### config.mk
export PLATFORM = sky130hd
export DESIGN_NAME = key_debounce_array
export DESIGN_NICKNAME = d
export VERILOG_FILES = /design/src/rtl/key_debounce_array.sv
export SDC_FILE = /design/constraint.sdc
export NUM_CORES = 1
export LEC_CHECK = 0
export CORE_AREA = 5 5 125 127
export CTS_CLUSTER_SIZE = 30
export DETAILED_ROUTE_END_ITERATION = 10
export DIE_AREA = 0 0 130 132
export GPL_ROUTABILITY_DRIVEN = 0
export GPL_TIMING_DRIVEN = 0
export PLACE_DENSITY = 0.54
export SLEW_MARGIN = 20
export SYNTH_ARGS = -nofsm -noshare
export SYNTH_HDL_FRONTEND = slang
export SYNTH_SLANG_ARGS = --single-unit
### constraint.sdc
create_clock -name CLK -period 4.7 [get_ports CLK]
set_input_delay 0.94 -clock CLK [delete_from_list [all_inputs] [get_ports CLK]]
set_output_delay 0.94 -clock CLK [all_outputs]
set_load 0.03 [all_outputs]
### src/rtl/key_debounce_array.sv
// key_debounce_array: N-key 2-FF synchroniser, shared tick prescaler, debounce, press/release/long strobes.
// Define KEYDB_AUTOREPEAT_EN to make LONG repeat every REPEAT_TICKS ticks while a key stays held.
module key_debounce_array #(
    parameter int N_KEYS         = 4,
    parameter int TICK_DIV       = 50000,
    parameter int DEBOUNCE_TICKS = 16,
    parameter int LONG_TICKS     = 1000,
    parameter int REPEAT_TICKS   = 200,
    parameter bit KEY_ACTIVE_LOW = 1'b1
) (
    input  logic              CLK,
    input  logic              RST,
    input  logic [N_KEYS-1:0] KEY,
    output logic [N_KEYS-1:0] PRESSED,
    output logic [N_KEYS-1:0] PUSHED,
    output logic [N_KEYS-1:0] RELEASED,
    output logic [N_KEYS-1:0] LONG,
    output logic              TICK
);

    localparam int PW = $clog2(TICK_DIV) + 1;
    localparam int DW = $clog2(DEBOUNCE_TICKS + 1);
    localparam int HW = $clog2(LONG_TICKS + 1);

    localparam logic [PW-1:0] PRESC_LAST = PW'(TICK_DIV - 1);
    localparam logic [DW-1:0] DB_LAST    = DW'(DEBOUNCE_TICKS - 1);
    localparam logic [HW-1:0] HOLD_MAX   = HW'(LONG_TICKS);
    localparam logic [HW-1:0] HOLD_LAST  = HW'(LONG_TICKS - 1);

    if (N_KEYS < 1 || TICK_DIV < 1 || DEBOUNCE_TICKS < 1 ||
        LONG_TICKS < 1 || REPEAT_TICKS < 1) begin : gBadParams
        $error("key_debounce_array: parameter out of range");
    end

    logic [PW-1:0]     prescCount;
    logic [N_KEYS-1:0] syncA;
    logic [N_KEYS-1:0] syncB;

    always_ff @(posedge CLK) begin
        if (RST) begin
            prescCount <= '0;
        end else if (prescCount == PRESC_LAST) begin
            prescCount <= '0;
        end else begin
            prescCount <= prescCount + 1'b1;
        end
    end

    assign TICK = (prescCount == PRESC_LAST);

    // Normalised so that 1 = pressed regardless of pin polarity.
    always_ff @(posedge CLK) begin
        if (RST) begin
            syncA <= '0;
            syncB <= '0;
        end else begin
            syncA <= KEY ^ {N_KEYS{KEY_ACTIVE_LOW}};
            syncB <= syncA;
        end
    end

    for (genvar i = 0; i < N_KEYS; i++) begin : gKey
        logic [DW-1:0] dbCount;
        logic [HW-1:0] holdCount;
        logic          pressedQ;
        logic          pushedQ;
        logic          releasedQ;
        logic          longQ;
        logic          differ;
        logic          flip;

        assign differ = (syncB[i] != pressedQ);
        assign flip   = TICK && differ && (dbCount == DB_LAST);

        always_ff @(posedge CLK) begin
            if (RST) begin
                dbCount   <= '0;
                pressedQ  <= 1'b0;
                pushedQ   <= 1'b0;
                releasedQ <= 1'b0;
            end else begin
                pushedQ   <= 1'b0;
                releasedQ <= 1'b0;
                if (TICK) begin
                    if (!differ) begin
                        dbCount <= '0;
                    end else if (flip) begin
                        dbCount   <= '0;
                        pressedQ  <= ~pressedQ;
                        pushedQ   <= ~pressedQ;
                        releasedQ <= pressedQ;
                    end else begin
                        dbCount <= dbCount + 1'b1;
                    end
                end
            end
        end

`ifdef KEYDB_AUTOREPEAT_EN
        localparam int RW = $clog2(REPEAT_TICKS + 1);
        localparam logic [RW-1:0] REP_LAST = RW'(REPEAT_TICKS - 1);

        logic [RW-1:0] repCount;

        always_ff @(posedge CLK) begin
            if (RST) begin
                holdCount <= '0;
                repCount  <= '0;
                longQ     <= 1'b0;
            end else begin
                longQ <= 1'b0;
                if (TICK) begin
                    // A debounce flip on this tick wins over any hold event.
                    if (flip || !pressedQ) begin
                        holdCount <= '0;
                        repCount  <= '0;
                    end else if (holdCount != HOLD_MAX) begin
                        holdCount <= holdCount + 1'b1;
                        longQ     <= (holdCount == HOLD_LAST);
                    end else if (repCount == REP_LAST) begin
                        repCount <= '0;
                        longQ    <= 1'b1;
                    end else begin
                        repCount <= repCount + 1'b1;
                    end
                end
            end
        end
`else
        always_ff @(posedge CLK) begin
            if (RST) begin
                holdCount <= '0;
                longQ     <= 1'b0;
            end else begin
                longQ <= 1'b0;
                if (TICK) begin
                    // A debounce flip on this tick wins over any hold event.
                    if (flip || !pressedQ) begin
                        holdCount <= '0;
                    end else if (holdCount != HOLD_MAX) begin
                        holdCount <= holdCount + 1'b1;
                        longQ     <= (holdCount == HOLD_LAST);
                    end
                end
            end
        end
`endif

        assign PRESSED[i]  = pressedQ;
        assign PUSHED[i]   = pushedQ;
        assign RELEASED[i] = releasedQ;
        assign LONG[i]     = longQ;
    end

endmodule
# Word-level counts from Yosys, hierarchy flattened
# Index checks and enable logic that the tools add are counted.
# totals
register_bits	101
in_bits	6
output_inout_bits	17
wordCells	124
# classes
add_sub_neg	9
n_eq_ne	17
mux	16
bitwise	18
reduce_logical	37
# ops
op	count
2-to-1 mux 10 bit	8
adder 10 x 1 -> 10 bit, second input constant	4
equality test 10 bit, second input constant	4
2-to-1 mux 5 bit	8
inequality test 10 bit, second input constant	4
OR reduction 4 bit	8
adder 5 x 1 -> 5 bit, second input constant	4
equality test 5 x 4 -> 1 bit, second input constant	4
adder 17 x 1 -> 17 bit, second input constant	1
equality test 17 x 16 -> 1 bit, second input constant	1
inverter 1 bit	17
AND reduction 3 bit	4
logical AND 1 bit	8
AND reduction 2 bit	4
nonzero test 2 bit	4
zero test 1 bit	4
logical OR 1 bit	4
inequality test 1 bit	4
inverter 4 bit	1
OR reduction 2 bit	1

# Depth between registers and ports, before layout
# logic_depth
word_depth	6
ltp_mapped	10
ltp_nobuf	7

# Least setup slack after synthesis
# OpenSTA, ideal clock, no wires.
# synth_path
path_type	register to output
from	register prescCount[0]
to	output port TICK
arrival_time_ns	1.516
required_ns	3.760
path_slack_ns	2.244
stages_incl_launch_ff	8
n_path_buf	2
cell_sequence	dfxtp_1 -> ha_1 -> and3_1 -> and3_1 -> buf_2 -> nand2_4 -> inv_2 -> buf_2
# synth_between
elab_chain_len	1
# synth_rtl
element	line	rtl
start, declared	35	logic [PW-1:0] prescCount;
start signal, assigned	45	prescCount <= prescCount + 1'b1;
equality test 17 x 16 -> 1 bit	49	assign TICK = (prescCount == PRESC_LAST);
end, declared	18	output logic TICK
# Every way passes these cells.

# Worst setup path after layout
# Ends and elaborated chain as after synthesis.

==> report_table.html <==
<table>
<tr><th>Metric</th><th>Value</th></tr>
<tr><th colspan="2">Worst setup path</th></tr>
<tr><td>Data arrival time of the critical path</td><td>about 2900 ps</td></tr>
<tr><td>Critical-path cell list</td><td>ha_1 &gt; and3_1 &gt; and3_1 &gt; buf_2 &gt; nand2_4 &gt; inv_2 &gt; buf_2 &gt; clkdlybuf4s50_1</td></tr>
<tr><td>Stage delay of the slowest cell on the critical path</td><td>720 ps</td></tr>
<tr><td>Crit start category</td><td>flop</td></tr>
<tr><td>Sort of element at the end of the critical path</td><td>primary output</td></tr>
<tr><td>Cell count of the worst reg-to-reg path</td><td>5</td></tr>
<tr><td>Crit path buf inv count</td><td>4</td></tr>
<tr><td>Start-to-end type of the worst setup path</td><td>flop to primary output</td></tr>
<tr><td>Worst path depth</td><td>8</td></tr>
<tr><td>Crit path max-delay cell type</td><td>clkdlybuf4s50_1</td></tr>
<tr><td>Maximum fanout along the worst path</td><td>10</td></tr>
<tr><td>Crit path max-delay family</td><td>buffers and inverters</td></tr>
<tr><td>Critical path data required time</td><td>3760 ps</td></tr>
<tr><th colspan="2">Placement</th></tr>
<tr><td>Estimated wirelength of the detail-placed design</td><td>7660 um</td></tr>
<tr><td>Port bufs</td><td>21</td></tr>
<tr><td>Area of placed instances</td><td>5360 um^2</td></tr>
<tr><td>Placed Instances</td><td>769</td></tr>
<tr><th colspan="2">Floorplanning</th></tr>
<tr><td>Area inside the core boundary</td><td>between 10,000 and 15,000 um^2</td></tr>
<tr><td>Placement row count</td><td>44</td></tr>
<tr><td>Full die area</td><td>between 15,000 and 20,000 um^2</td></tr>
<tr><td>Width of the die</td><td>130 um</td></tr>
<tr><td>Number of ports placed on the die boundary</td><td>23</td></tr>
<tr><td>Initial core utilization</td><td>0.344</td></tr>
<tr><td>Vertical die dimension</td><td>132 um</td></tr>
<tr><th colspan="2">Drt</th></tr>
<tr><td>Total Wirelength</td><td>between 10,000 and 15,000 um</td></tr>
<tr><td>Avg Vias per Cell</td><td>between 5 and 6</td></tr>
<tr><td>Highest Signal Layer</td><td>met4</td></tr>
<tr><td>Drt initial violations</td><td>301</td></tr>
<tr><td>Met2 wire length</td><td>~5000 um</td></tr>
<tr><td>Final routed DRC violation total</td><td>0</td></tr>
<tr><td>Per-cell routed wire length</td><td>approximately 14 um</td></tr>
<tr><td>ANT nets after route</td><td>0</td></tr>
<tr><td>Total vias in the final route</td><td>4,111</td></tr>
<tr><td>Met1 Wirelength</td><td>around 5400 um</td></tr>
<tr><td>Met3 Wirelength</td><td>about 380 um</td></tr>
<tr><td>First-pass iteration count of the detailed router</td><td>4</td></tr>
<tr><th colspan="2">Clock network</th></tr>
<tr><td>CTS clock-pin slew for the worst setup and hold paths</td><td>60 ps</td></tr>
<tr><td>Count of hold buffers inserted by post-cts repair</td><td>0</td></tr>
<tr><td>Clock H-tree levels</td><td>3</td></tr>
<tr><td>Clock latency on the worst-skew pair</td><td>340 ps</td></tr>
<tr><td>Clk sinks</td><td>101</td></tr>
<tr><td>Maximum number of buffers from clock root to sink</td><td>2</td></tr>
<tr><td># Post-CTS Setup Buffers</td><td>0</td></tr>
<tr><td>Number of buffers created by CTS</td><td>9</td></tr>
<tr><td>Clk Tree Root Cell</td><td>clkbuf_16</td></tr>
<tr><td>TritonCTS clock tree</td><td>built</td></tr>
<tr><td>Post-cts repair resize count</td><td>0</td></tr>
<tr><th colspan="2">Logic synthesis</th></tr>
<tr><td>Sequential cell area fraction in the yosys report</td><td>0.411</td></tr>
<tr><td>Top FF cell, synth</td><td>dfxtp_1</td></tr>
<tr><td>Syn avg cell area</td><td>a little under 9 um^2</td></tr>
<tr><td>Post-synthesis instance total</td><td>564</td></tr>
<tr><td>Number of synthesized register bits</td><td>101</td></tr>
<tr><td>Area of the mapped netlist</td><td>4920 um^2</td></tr>
<tr><td>Distinct cell type count after synthesis</td><td>58</td></tr>
<tr><td>Number of enable flip-flop cells after synthesis</td><td>0</td></tr>
<tr><td>Fraction of synthesis flops using an asynchronous set or reset pin</td><td>0</td></tr>
<tr><td>Synthesized Nets</td><td>slightly below 600</td></tr>
<tr><td>Yosys warns</td><td>0</td></tr>
<tr><th colspan="2">Final layout</th></tr>
<tr><td>Final standard cell area without fillers</td><td>5610 um^2</td></tr>
<tr><td>Net total in the final layout</td><td>approximately 620</td></tr>
<tr><td>Area added between synthesis and finish</td><td>14.1%</td></tr>
<tr><td>Fraction of layout instances using a drive strength above 1</td><td>0.0715</td></tr>
<tr><td>Area occupied by multi-input gates</td><td>~2600 um^2</td></tr>
<tr><td>Area taken by flip-flops and latches</td><td>2020 um^2</td></tr>
<tr><td>Number of fill cells</td><td>1,459</td></tr>
<tr><td>Post-Layout Cell Count</td><td>785</td></tr>
<tr><td>Antenna diodes</td><td>0</td></tr>
<tr><th colspan="2">Timing</th></tr>
<tr><td>Slew HR</td><td>0.471</td></tr>
<tr><td>Min Clock Period, post-route</td><td>3840 ps</td></tr>
<tr><td>Number of max-slew violations in the final report</td><td>0</td></tr>
<tr><td>Final setup violation count</td><td>0</td></tr>
<tr><td>RSZ-0062 raised after global routing</td><td>false</td></tr>
<tr><td>Measured slew at the worst slew-check pin</td><td>793 ps</td></tr>
<tr><td>Setup skew after layout</td><td>4.37 ps</td></tr>
<tr><td>Setup TNS Final</td><td>0 ps</td></tr>
<tr><td>Share of the cycle needed by the critical path after routing</td><td>0.818</td></tr>
<tr><td>Final Hold Violating Endpoints</td><td>0</td></tr>
<tr><td>Highest Clock Rate</td><td>260 MHz</td></tr>
<tr><th colspan="2">GRT</th></tr>
<tr><td>Wire length of the first global-routing pass</td><td>18,200 um</td></tr>
<tr><td>Overall Global Routing Usage</td><td>0.131</td></tr>
<tr><td>GRT overflow</td><td>0</td></tr>
<tr><td>Pin count of the biggest net entering global routing</td><td>15</td></tr>
<tr><td>Vias in the first global route</td><td>3,702</td></tr>
<tr><td>Number of antenna violations at the first check in global routing</td><td>0</td></tr>
<tr><th colspan="2">Hold path</th></tr>
<tr><td>Cell count of the worst hold path</td><td>1</td></tr>
<tr><td>Type of the tightest min-delay check</td><td>flop to flop</td></tr>
<tr><th colspan="2">Power and ir drop</th></tr>
<tr><td>Areal power density over the cells</td><td>approximately 280 nW/um^2</td></tr>
<tr><td>Maximum VDD drop</td><td>roughly 0.17 mV</td></tr>
<tr><td>Leakage power</td><td>2.16 nW</td></tr>
<tr><th colspan="2">Status</th></tr>
<tr><td>Result of the run</td><td>completed</td></tr>
<tr><th colspan="2">Run</th></tr>
<tr><td>Max-cap viol count</td><td>0</td></tr>
</table>
cell usage in the layout (no fill, tap or decap), drive strengths merged, types with 5 or more instances in the layout:
master,netlist,routed
clkbuf,18,32
nor4,13,13
o21ai,24,24
xor2,15,15
and3,32,32
clkdlybuf4s50,0,21
ha,13,13
buf,22,22
nand3,38,38
nor3b,9,9
nand4,7,7
a21oi,33,33
or4,8,8
nor2,53,53
dfxtp,101,101
a211o,11,11
nand2b,12,12
xnor2,16,16
o2bb2ai,5,5
a221o,6,6
nor3,15,15
nor2b,10,10
nand4b,14,14
nand2,29,29
inv,17,17
cells in the mapped netlist, types with 10 or more instances:
master	count	area (um^2)
ha_1	13	163
nand2_1	28	105
nand3_1	38	190
nand2b_1	12	75.1
nor2b_1	10	62.6
buf_4	16	120
nand4b_1	14	123
inv_1	16	60.1
nor2_1	52	195
a211o_1	11	96.3
xnor2_1	16	140
clkbuf_1	18	67.6
nor4_1	13	81.3
nor3_1	15	75.1
and3_1	32	200
dfxtp_1	101	2020
xor2_1	15	131
a21oi_1	32	160
o21ai_0	24	120
where the power goes:
group / total, mW / switching (mW) / internal [mW]
combinational: 0.0355 / 0.0241 / 0.0114
sequential: 0.863 / 0.00257 / 0.861
clock: 0.667 / 0.308 / 0.359
sequential cells by signal, summed over array words and instances (netlist names):
signal	flops
gKey.longQ	4
syncB	4
gKey.dbCount	20
prescCount	17
syncA	4
gKey.pressedQ	4
gKey.pushedQ	4
gKey.releasedQ	4
gKey.holdCount	40
worst paths after layout:
| check | start | endpoint | slack, ps |
|---|---|---|---|
| worst min-delay path | syncA[3]$_SDFF_PP0_ | syncB[3]$_SDFF_PP0_ | 440 |
| worst min register to register | syncA[3]$_SDFF_PP0_ | syncB[3]$_SDFF_PP0_ | 440 |
| worst max register to register | prescCount[13]$_SDFF_PP0_ | gKey[0].longQ$_SDFF_PP0_ | 2090 |
| worst max-delay path | prescCount[0]$_SDFF_PP0_ | TICK | 860 |
worst reg2reg max path, stage by stage, from the launching register on:
cell      delay (ps)
dfxtp_1          340
or4b_4           600
nor3_1           510
nand2_1          320
clkbuf_1         390
nor4_1           360
through the flow:
stage	setup WS, ps	total power [mW]	utilization	hold slack, ps
floorplan	2240	0.905	-	413
global placement	1220	0.919	0.374	421
detailed placement	1190	0.919	0.374	428
CTS	819	1.60	0.392	443
global route	628	1.63	0.392	459
finish	856	1.57	0.392	442
per-layer routing:
metal  up-vias  global-route usage
met4         0              0.0416
met5         -                   0
met1      1957               0.178
met2        51               0.198
met3         9              0.0393
li1       2094                   -
kinds of logic after synthesis:
logic type	Yosys count	share of synthesized area
compound gates	98	0.134
xor+xnor	31	0.0552
fa+ha+maj	13	0.0331
buf+inv	57	0.0595
flops	101	0.411
mux	1	0.00229
simple gates	263	0.305
area by class of cell:
type | instances | share of cell area
multi-input combinational | 406 | 0.464
sequential | 101 | 0.360
clock buffer | 14 | 0.0435
tap | 184 | 0.0410
buffer | 40 | 0.0408
timing repair buffer | 21 | 0.0374
inverter | 17 | 0.0114
clock inverter | 2 | 0.00178
Note: power is estimated with default switching activity, not from simulation.
